### config.mk
export PLATFORM = sky130hd
export DESIGN_NAME = fetch_stage
export DESIGN_NICKNAME = d
export VERILOG_FILES = /design/src/rtl/fetch_stage.sv
export SDC_FILE = /design/constraint.sdc
export NUM_CORES = 1
export LEC_CHECK = 0
export ABC_AREA = 1
export BUFFER_PORTS_ARGS = -buffer_cell sky130_fd_sc_hd__buf_2
export CORE_ASPECT_RATIO = 1.1
export CORE_MARGIN = 8
export CORE_UTILIZATION = 50
export DETAILED_ROUTE_END_ITERATION = 7
export PLACE_DENSITY = 0.73
export RECOVER_POWER = 100
export SLEW_MARGIN = 30
export SYNTH_ARGS = -nofsm -noshare
export SYNTH_HDL_FRONTEND = slang
export SYNTH_SLANG_ARGS = --single-unit
export TNS_END_PERCENT = 50
### constraint.sdc
create_clock -name clk_i -period 2.45 [get_ports clk_i]
set_input_delay 0.49 -clock clk_i [delete_from_list [all_inputs] [get_ports clk_i]]
set_output_delay 0.49 -clock clk_i [all_outputs]
set_load 0.005 [all_outputs]
### src/rtl/fetch_stage.sv
// Fetch stage: owns the program counter and issues word requests to
// instruction memory over a variable-latency request/valid handshake. It drives
// the F/D pipeline register, with a one-entry skid buffer for decode stalls and
// squashing of in-flight fetches on branch redirect.
//
// state | meaning
// ------+-----------------------------------------------------------------
// IDLE  | no request; next cycle starts a fetch at pcF
// WAIT  | request at reqAddr outstanding, imemReq asserted
// HOLD  | response parked in skid buffer, waiting for decode to free up
// DROP  | stale request still outstanding after redirect; response discarded
module fetch_stage #(
    parameter int unsigned     N        = 32,
    parameter logic [N-1:0]    RESET_PC = '0
) (
    input  logic         clk_i,
    input  logic         reset_i,
    input  logic         stallD_i,
    input  logic         pcSrc_i,
    input  logic [N-1:0] branchTarget_i,
    output logic         imemReq_o,
    output logic [N-1:0] imemAddr_o,
    input  logic [N-1:0] imemRdata_i,
    input  logic         imemValid_i,
    output logic [N-1:0] inst_o,
    output logic [N-1:0] pc_o,
    output logic [N-1:0] pcPlus8_o,
    output logic         instValid_o
);

    typedef enum logic [1:0] {S_IDLE, S_WAIT, S_HOLD, S_DROP} state_e;

    localparam logic [N-1:0] FOUR       = N'(4);
    localparam logic [N-1:0] EIGHT      = N'(8);
    localparam logic [N-1:0] ALIGN_MASK = ~N'(3);

    state_e       state_q, state_d;
    logic [N-1:0] pcF_q, pcF_d;
    logic [N-1:0] reqAddr_q, reqAddr_d;
    logic [N-1:0] skidInst_q, skidInst_d;
    logic [N-1:0] skidPc_q, skidPc_d;
    logic [N-1:0] inst_q, inst_d;
    logic [N-1:0] pc_q, pc_d;
    logic [N-1:0] pcPlus8_q, pcPlus8_d;
    logic         instValid_q, instValid_d;

    logic         out_free;
    logic [N-1:0] target;
    logic [N-1:0] pcF_plus4;

    assign out_free  = !instValid_q || !stallD_i;
    assign target    = branchTarget_i & ALIGN_MASK;
    assign pcF_plus4 = pcF_q + FOUR;

    // State register.
    always_ff @(posedge clk_i) begin
        if (reset_i) begin
            state_q <= S_IDLE;
        end else begin
            state_q <= state_d;
        end
    end

    // Next-state: redirect has priority over everything else. A redirect in
    // DROP keeps waiting for the stale response, even if it arrives that cycle.
    always_comb begin
        state_d = state_q;
        case (state_q)
            S_IDLE: state_d = S_WAIT;
            S_WAIT: begin
                if (pcSrc_i) begin
                    state_d = imemValid_i ? S_WAIT : S_DROP;
                end else if (imemValid_i && !out_free) begin
                    state_d = S_HOLD;
                end
            end
            S_HOLD: begin
                if (pcSrc_i || !stallD_i) begin
                    state_d = S_WAIT;
                end
            end
            S_DROP: begin
                if (!pcSrc_i && imemValid_i) begin
                    state_d = S_WAIT;
                end
            end
            default: state_d = S_IDLE;
        endcase
    end

    // Outputs: the request is held through DROP so the stale access completes.
    always_comb begin
        imemReq_o   = (state_q == S_WAIT) || (state_q == S_DROP);
        imemAddr_o  = reqAddr_q;
        inst_o      = inst_q;
        pc_o        = pc_q;
        pcPlus8_o   = pcPlus8_q;
        instValid_o = instValid_q;
    end

    // Datapath next values: PC, request address, skid buffer and F/D register.
    always_comb begin
        pcF_d       = pcF_q;
        reqAddr_d   = reqAddr_q;
        skidInst_d  = skidInst_q;
        skidPc_d    = skidPc_q;
        inst_d      = inst_q;
        pc_d        = pc_q;
        pcPlus8_d   = pcPlus8_q;
        instValid_d = instValid_q;
        if (pcSrc_i) begin
            instValid_d = 1'b0;
            pcF_d       = target;
            if (state_q == S_IDLE || state_q == S_HOLD ||
                (state_q == S_WAIT && imemValid_i)) begin
                reqAddr_d = target;
            end
        end else begin
            case (state_q)
                S_IDLE: reqAddr_d = pcF_q;
                S_WAIT: begin
                    if (imemValid_i) begin
                        pcF_d = pcF_plus4;
                        if (out_free) begin
                            inst_d      = imemRdata_i;
                            pc_d        = reqAddr_q;
                            pcPlus8_d   = reqAddr_q + EIGHT;
                            instValid_d = 1'b1;
                            reqAddr_d   = pcF_plus4;
                        end else begin
                            skidInst_d = imemRdata_i;
                            skidPc_d   = reqAddr_q;
                        end
                    end else if (!stallD_i) begin
                        instValid_d = 1'b0;
                    end
                end
                S_HOLD: begin
                    if (!stallD_i) begin
                        inst_d      = skidInst_q;
                        pc_d        = skidPc_q;
                        pcPlus8_d   = skidPc_q + EIGHT;
                        instValid_d = 1'b1;
                        reqAddr_d   = pcF_q;
                    end
                end
                S_DROP: begin
                    if (imemValid_i) begin
                        reqAddr_d = pcF_q;
                    end
                end
                default: ;
            endcase
        end
    end

    // Datapath registers.
    always_ff @(posedge clk_i) begin
        if (reset_i) begin
            pcF_q       <= RESET_PC;
            reqAddr_q   <= RESET_PC;
            skidInst_q  <= '0;
            skidPc_q    <= '0;
            inst_q      <= '0;
            pc_q        <= '0;
            pcPlus8_q   <= EIGHT;
            instValid_q <= 1'b0;
        end else begin
            pcF_q       <= pcF_d;
            reqAddr_q   <= reqAddr_d;
            skidInst_q  <= skidInst_d;
            skidPc_q    <= skidPc_d;
            inst_q      <= inst_d;
            pc_q        <= pc_d;
            pcPlus8_q   <= pcPlus8_d;
            instValid_q <= instValid_d;
        end
    end

endmodule
# ---- After elaboration in Yosys (flattened, before gate mapping)
# Cells that the tools add are included.
dict set report totals {
  ff_bits 227
  out_inout_bits 130
  elab_cells 88
}
dict set report classes {
  addsub 3
  eq_ne 16
  mux 33
  n_bitwise 2
  n_reduce_logical 24
}
# cell n
set op_table {}
lappend op_table {{32-bit two-way mux} 18}
lappend op_table {{32-bit one-hot mux with 2 select lines} 3}
lappend op_table {{32-bit one-hot mux with 4 select lines} 1}
lappend op_table {{32-bit by 4-bit adder with 32-bit output (second input constant)} 2}
lappend op_table {{32-bit by 3-bit adder with 32-bit output (second input constant)} 1}
lappend op_table {{3-bit inequality test (second input constant)} 7}
lappend op_table {{2-bit two-way mux} 5}
lappend op_table {{2-bit inequality test (second input constant)} 5}
lappend op_table {{5-bit AND reduction} 2}
lappend op_table {{2-bit one-hot mux with 4 select lines} 1}
lappend op_table {{4-bit AND reduction} 2}
lappend op_table {{2-bit nonzero test} 3}
lappend op_table {{1-bit logical OR} 5}
lappend op_table {{2-bit == test (second input constant)} 2}
lappend op_table {{1-bit logical NOT} 4}
lappend op_table {{1-bit two-way mux} 4}
lappend op_table {{2-bit AND reduction} 2}
lappend op_table {{1-bit logical AND} 3}
lappend op_table {{3-bit AND reduction} 1}
lappend op_table {{2-bit by 1-bit == test with 1-bit output (second input constant)} 1}
lappend op_table {{2-bit logical NOT} 1}
lappend op_table {{2-bit by 1-bit inequality test with 1-bit output (second input constant)} 1}
lappend op_table {{1-bit NOT} 2}
lappend op_table {{1-bit one-hot mux with 2 select lines} 1}
lappend op_table {{2-bit OR reduction} 1}

# ---- Logic depth before layout (Yosys ltp)
# Gate-level depths: netlist of run 1.
dict set report depth {
  ltp_word 7
  ltp_mapped 16
  ltp_nobuf 15
}

# ---- Worst setup path before layout of run 1
# OpenSTA, ideal clock, no wires.
dict set report synth_path {
  path_kind {register to register}
  start {register state_q[1]}
  end {register pcPlus8_q[23], in the netlist pcPlus8_o[23]}
  setup_ps 132
  arrival_time_ps 1838
  t_required_ps 2318
  path_slack_ps 480
  stages_incl_launch_ff 16
  synth_period_minus_slack_ps 1970
  cell_sequence {dfxtp_1 > inv_2 > nor2_4 > buf_6 > nand2_1 > o21ai_1 > inv_1 > ha_1 > nand2_1 > nor2_1 > nand2_2 > nor2_8 > nand2_2 > clkinv_1 > nand2_1 > a21oi_1}
}
dict set report synth_between {
  elab_chain_len 3
  word_cells_on_any_way 8
  classes_between {eq/ne: 5; mux: 1; reduce/logical: 2}
}
# element line_no
set synth_lines {}
lappend synth_lines {{start, declared} 37} ;# state_e state_q, state_d;
lappend synth_lines {{start signal, assigned} 60} ;# state_q <= state_d;
lappend synth_lines {{2-bit by 1-bit == test with 1-bit output / 2-bit == test (equally long branches)} 119} ;# case (state_q)
lappend synth_lines {{2-bit inequality test (no source line) / 2-bit nonzero test (equally long branches)} --}
lappend synth_lines {{5-bit AND reduction (no source line)} --}
lappend synth_lines {{end signal, assigned} 175} ;# pcPlus8_q <= pcPlus8_d;
lappend synth_lines {{end, declared} 44} ;# logic [N-1:0] pcPlus8_q, pcPlus8_d;
# Several ways; a longest one is shown, not always the timed one.
# A chain may end at the register's enable or synchronous reset.

# ---- Worst setup path after layout of run 1
dict set report layout_path {
  start {register state_q[1]}
  end {register reqAddr_q[23], in the netlist imemAddr_o[23]}
}
dict set report layout_between {
  elab_chain_len 5
  word_cells_on_any_way 15
  classes_between {eq/ne: 8; mux: 2; reduce/logical: 5}
}
# element line_no
set layout_lines {}
lappend layout_lines {{2-bit == test, or another cell as far along} {114, 119}}
lappend layout_lines {{1-bit logical OR / 1-bit logical AND (equally long branches)} {114, 115}}
lappend layout_lines {{1-bit logical OR} 114} ;# if (state_q == S_IDLE || state_q == S_HOLD ||
lappend layout_lines {{2-bit by 1-bit inequality test with 1-bit output (no source line)} --}
lappend layout_lines {{5-bit AND reduction (no source line)} --}
lappend layout_lines {{end signal, assigned} 170} ;# reqAddr_q <= reqAddr_d;
lappend layout_lines {{end, declared} 39} ;# logic [N-1:0] reqAddr_q, reqAddr_d;
# Several ways; a longest one is shown, not always the timed one.

==> impl_metrics.json, run 1 <==
{
  "htree_levels": 1,
  "cts_root_buffer": "clkbuf_16",
  "routed_wl_um": 33100,
  "ys_ff_latch": 216,
  "syn_to_final_growth_pct": 17.8,
  "clk_pin_slew_ns": 0.07,
  "clock_sinks": 216,
  "grt_pass1_wl_um": 52600,
  "ios": 199,
  "place_congestion": 0.952,
  "final_area_mm2": 0.0126,
  "cts_tree": "built",
  "dieArea_mm2": 0.0264,
  "ys_types": 39,
  "setup_violations": 0,
  "clkPwrFrac": 0.374,
  "tightest_slew_ns": 0.819,
  "slowest_stage": "clkbuf_2",
  "power_frac_comb": 0.218,
  "netSwitchingPower_w": 0.00322,
  "power_frac_seq": 0.408,
  "fin_worst_skew_ns": 0.00991,
  "cts_made_buffers": 23,
  "core_region_area_mm2": 0.0212,
  "diodes": 0,
  "relSlewSlack": 0.454,
  "postLayoutCoreUtil": 0.597,
  "worstPathMaxFanout": 41,
  "syn_area_mm2": 0.0107,
  "overflow": 0,
  "num_rows": 56,
  "cts_setup_buffers": 0,
  "grt_max_degree": 75,
  "crit_chain": "buf_12, nor2_4, inv_1, clkbuf_2, o21ai_0, a21oi_1",
  "start_util": 0.507,
  "die_w_um": 156,
  "tns_ns": 0,
  "hpwl_um": 23400,
  "wl_per_cell_um": 15.9,
  "start_kind": "register",
  "ctsResizeCount": 0,
  "fin_crit_ns": 2.25,
  "port_buffers": 190,
  "power.internal_w": 0.00700,
  "grt_usage": 0.240,
  "placed_cell_area_mm2": 0.0119,
  "hp-class": "in2reg",
  "max_stage_delay_ns": 0.71,
  "maxCapViolCount": 0,
  "finalHoldViolCount": 0,
  "path_class": "reg2reg",
  "ant_nets": 0,
  "regToRegStartpoint": "state_q[1]$_SDFFE_PP0P_",
  "grt_pass1_vias": 10040,
  "finalNetCount": 1849,
  "status": "complete, no violations",
  "swShare": 0.315,
  "rsz0062_at_grt": "no",
  "synth_seq_area_share": 0.403,
  "leakage_nw": 5.40,
  "antenna_found_initial": 0,
  "vias_per_cell": 5.34,
  "reg2reg_to": "imemAddr_o[23]$_SDFFE_PP0P_",
  "worst-r2r-setup-slack_ns": 0.20,
  "hold_buffers": 0,
  "ir_worst_vdd_uv": 579,
  "fmax_mhz": 444,
  "drive_gt1_frac": 0.112,
  "required_ns": 2.89,
  "insertion_delay_ns": 0.51,
  "worstPathArrival_ns": 2.69,
  "yosys_warnings": 0,
  "end_kind": "register",
  "syn_inst": 1626,
  "post-route-drc-count": 0,
  "period_share": 0.919,
  "startpoint": "state_q[1]$_SDFFE_PP0P_",
  "drt_first_pass_iters": 5,
  "drt-initial-drc-count": 890,
  "r2r_cells": 6,
  "slew_violations": 0,
  "die_y_um": 170,
  "power.density_mw_per_mm2": 810,
  "avgSynthCellArea_um2": 6.59,
  "crit_path_end": "imemAddr_o[23]$_SDFFE_PP0P_",
  "num_vias": 11128,
  "clockBufferDepth": 3
}
## sequential cells by signal, indices dropped and copies added, names as in the netlist
name / count
pcF_q: 30
inst_o: 32
pc_o: 30
pcPlus8_o: 29
skidPc_q: 30
instValid_o: 1
imemAddr_o: 30
skidInst_q: 32
state_q: 2
## through the flow
step,setup WS (ns),instances,power (W),hold WS (ns)
6_report,0.199,2085,0.0102,0.245
5_1_grt,0.0292,2085,0.0107,0.252
4_1_cts,0.261,2085,0.0103,0.233
3_5_place_dp,0.278,2043,0.00651,0.439
3_3_place_gp,0.301,2043,0.00647,0.434
2_1_floorplan,0.480,1631,0.00559,0.430
## synth_stat cells, drive strengths merged
master	count	area, um^2
a211oi	2	15.0
a21oi	114	571
a31o	1	8.76
a31oi	60	375
and3	1	6.26
buf	37	239
clkbuf	70	263
clkinv	2	7.51
conb	1	3.75
dfxtp	216	4320
ha	2	25.0
inv	132	495
nand2	381	1460
nand3	79	395
nand3b	1	7.51
nand4	11	68.8
nor2	240	963
nor3	23	115
nor4	1	6.26
o2111ai	1	8.76
o211ai	8	60.1
o21a	3	22.5
o21ai	221	1110
o21bai	2	15.0
o221ai	3	26.3
or2	1	6.26
xnor2	1	8.76
xor2	12	105
## routing by layer
metal,GRT usage,share of wire,vias to the layer above
met2,0.382,0.45,441
met1,0.324,0.44,5030
met3,0.0487,0.084,47
li1,-,-,5610
met4,0.0684,0.022,0
met5,0,0,-
## how the worst min path moves through the flow
stage | startpoint | cells after the start | endpoint
floorplan | skidPc_q[28]$_SDFFE_PP0P_ | 2 | skidPc_q[28]$_SDFFE_PP0P_
global placement | pcPlus8_o[3]$_SDFFE_PP1P_ | 2 | pcPlus8_o[3]$_SDFFE_PP1P_
detailed placement | pcPlus8_o[3]$_SDFFE_PP1P_ | 2 | pcPlus8_o[3]$_SDFFE_PP1P_
CTS | branchTarget_i[3] | 3 | pcF_q[3]$_SDFFE_PP0P_
global route | imemRdata_i[29] | 3 | inst_o[29]$_SDFFE_PP0P_
finish | branchTarget_i[3] | 3 | pcF_q[3]$_SDFFE_PP0P_
## final cells by class
type,instances,area [um^2]
sequential,216,4320
tap,290,363
fill,2096,8530
inverter,134,507
timing repair buffer,229,1190
clock buffer,31,646
multi-input combinational,1174,5410
clock inverter,11,191
## placed cells by master (no fill, tap or decap), types with 7 or more instances in the layout
cell	count
clkbuf_1	100
nor2_1	231
buf_12	7
o21ai_1	8
a31oi_1	60
buf_4	22
nand2_1	371
nor3_1	23
nand4_1	11
o21ai_0	211
xor2_1	12
clkbuf_16	23
o211ai_1	8
nand3_1	79
inv_1	125
buf_2	98
dfxtp_1	216
a21oi_1	114
nand2_2	8
## cells by family (layout without fill, tap and decap cells)
group / Yosys count / after routing / synth area share
xor gates and xnor gates: 13 / 13 / 0.0106
adders and majority gates: 2 / 2 / 0.00233
AOI/OAI and AO/OA: 415 / 415 / 0.207
DFF: 216 / 216 / 0.403
buffers and inverters: 241 / 405 / 0.0937
other: 1 / 6 / 0.000350
and+or+nand+nor: 738 / 738 / 0.283
## power by group through the flow
stage,registers (W),clock network (W),logic [W]
3_5_place_dp,0.00423,0,0.00228
4_1_cts,0.00415,0.00387,0.00230
6_report,0.00417,0.00382,0.00223
5_1_grt,0.00421,0.00402,0.00251
2_1_floorplan,0.00418,0,0.00141
3_3_place_gp,0.00422,0,0.00225
## critical path: cells and delay by family (launching register included)
kind | cells | cell delay (ns)
and+or+nand+nor | 1 | 0.06
buffers and inverters | 3 | 1.17
AOI/OAI and AO/OA | 2 | 0.54
DFF | 1 | 0.41
Note: power is estimated with default switching activity, not from simulation.
==> run 2: changes to the inputs <==
- PLACE_DENSITY: 0.73 -> 0.74
==> run 2 against run 1 <==
Compared with the run above: sequential share of layout area is 0.11 points higher; utilization is 0.19 points lower; register-to-register slack hardly changed; clock power is 3% lower; setup slack better by 0.0075 ns; sequential power hardly changed; critical path depth is 3 higher; final area is 0.32% lower; critical path type unchanged; critical endpoint is now imemAddr_o[5]$_SDFFE_PP0P_.
==> impl_metrics.json, run 2 (synthesized netlist as in run 1, its figures left out) <==
{
  "end_kind": "register",
  "period_share": 0.916,
  "clock_sinks": 216,
  "slowest_stage": "dfxtp_1",
  "fin_worst_skew_ns": 0.0132,
  "vias_per_cell": 5.34,
  "cts_made_buffers": 24,
  "ios": 199,
  "htree_levels": 1,
  "num_vias": 11125,
  "grt_max_degree": 75,
  "hp-class": "in2reg",
  "antenna_found_initial": 1,
  "start_util": 0.507,
  "wl_per_cell_um": 15.8,
  "start_kind": "register",
  "drive_gt1_frac": 0.114,
  "place_congestion": 0.934,
  "ir_worst_vdd_uv": 503,
  "core_region_area_mm2": 0.0212,
  "status": "complete, no violations",
  "final_cell_mix": "nand2_1 (372), nor2_1 (231), dfxtp_1 (216)",
  "placed_cells": 2041,
  "grt_usage": 0.238,
  "finalNetCount": 1848,
  "layout_setup_ws_ns": 0.207,
  "grt_pass1_wl_um": 52200,
  "overflow": 0,
  "place_ws_ns": 0.138,
  "syn_to_final_growth_pct": 17.4,
  "port_buffers": 190,
  "fmax_mhz": 446,
  "diodes": 0,
  "finalHoldViolCount": 0,
  "drt_first_pass_iters": 6,
  "cts_root_buffer": "clkbuf_16",
  "post-route-drc-count": 0,
  "die_w_um": 156,
  "fin_crit_ns": 2.24,
  "clockBufferDepth": 3,
  "routed_wl_um": 33000,
  "num_rows": 56,
  "mostFrequentLayoutCell": "nand2_1",
  "whs_ns": 0.247,
  "slew_violations": 0,
  "rsz0062_at_grt": "no",
  "crit_chain": "inv_2, nor2_4, nand2_1, nand3_1, nand2_1, clkinvlp_4, buf_4, o21ai_0, a31oi_1",
  "finalPower_w": 0.0101,
  "stdcell_count": 2085,
  "path_class": "reg2reg",
  "grt_pass1_vias": 9978,
  "required_ns": 2.88,
  "tightest_slew_ns": 0.879,
  "die_y_um": 170,
  "crit_top_cell": "nand2_1",
  "hpwl_um": 23200,
  "max_stage_delay_ns": 0.44,
  "leakage_nw": 5.38,
  "relSlewSlack": 0.413,
  "maxCapViolCount": 0,
  "clk_pin_slew_ns": 0.06,
  "power.density_mw_per_mm2": 802,
  "worstPathArrival_ns": 2.67,
  "dieArea_mm2": 0.0264,
  "drt-initial-drc-count": 937,
  "setup_violations": 0,
  "tns_ns": 0,
  "insertion_delay_ns": 0.52,
  "cts_tree": "built",
  "worstPathMaxFanout": 26,
  "ant_nets": 0
}
## run 2: cell count changes in the layout (fill, tap and decap cells not counted), sizes merged
cell      before  now
inv          133  132
clkbuf       132  131
clkinv         4    8
bufinv         5    2
buf          128  130
clkinvlp       3    2
## run 2: routing by layer
layer | up-vias | part of all wire | global-route usage
met4 | 2 | 0.021 | 0.0671
met1 | 5085 | 0.46 | 0.326
li1 | 5621 | - | -
met2 | 370 | 0.45 | 0.379
met5 | - | 0.00030 | 0
met3 | 47 | 0.069 | 0.0402
## run 2: path summary, 6_finish.rpt
path / from / endpoint / slack [ns] / depth (start not counted)
min reg2reg: skidPc_q[15]$_SDFFE_PP0P_ / skidPc_q[15]$_SDFFE_PP0P_ / 0.45 / 2
max: state_q[0]$_SDFFE_PP0P_ / imemAddr_o[5]$_SDFFE_PP0P_ / 0.21 / 9
max reg2reg: state_q[0]$_SDFFE_PP0P_ / imemAddr_o[5]$_SDFFE_PP0P_ / 0.21 / 9
min: imemRdata_i[25] / inst_o[25]$_SDFFE_PP0P_ / 0.25 / 3
## run 2: critical path: cells and delay by family, from the launching register on
family                 cells  cell delay [ns]
DFF                        1             0.44
buffers and inverters      3             0.70
AOI/OAI and AO/OA          2             0.30
and+or+nand+nor            4             0.69
## run 2: report_power, final
group | total (W) | switching, W | internal [W] | leakage, nW
Combinational | 0.00222 | 0.00147 | 0.000742 | 3.21
Sequential | 0.00417 | 0.000305 | 0.00387 | 1.77
Clock | 0.00371 | 0.00147 | 0.00224 | 0.407
## run 2: timing repair
action	4_1_cts	5_1_grt
resized for setup	0	6
buffers inserted	0	0
hold buffers	0	0
endpoints found under the setup margin	0	11
## run 2: area by class of cell
class,count,area [um^2]
multi-input cells,1174,5410
clock inverters,10,113
repair buffers,227,1160
fillers,2140,8570
clock buffers,34,709
flip-flops and latches,216,4320
well taps,290,363
inverters,134,509
## run 2: through the flow
| step | utilization | cell area [um^2] |
|---|---|---|
| 3_3_place_gp | 0.563 | 11900 |
| 5_1_grt | 0.595 | 12600 |
| 4_1_cts | 0.602 | 12700 |
| 2_1_floorplan | - | 10700 |
| 3_5_place_dp | 0.563 | 11900 |
| 6_report | 0.595 | 12600 |
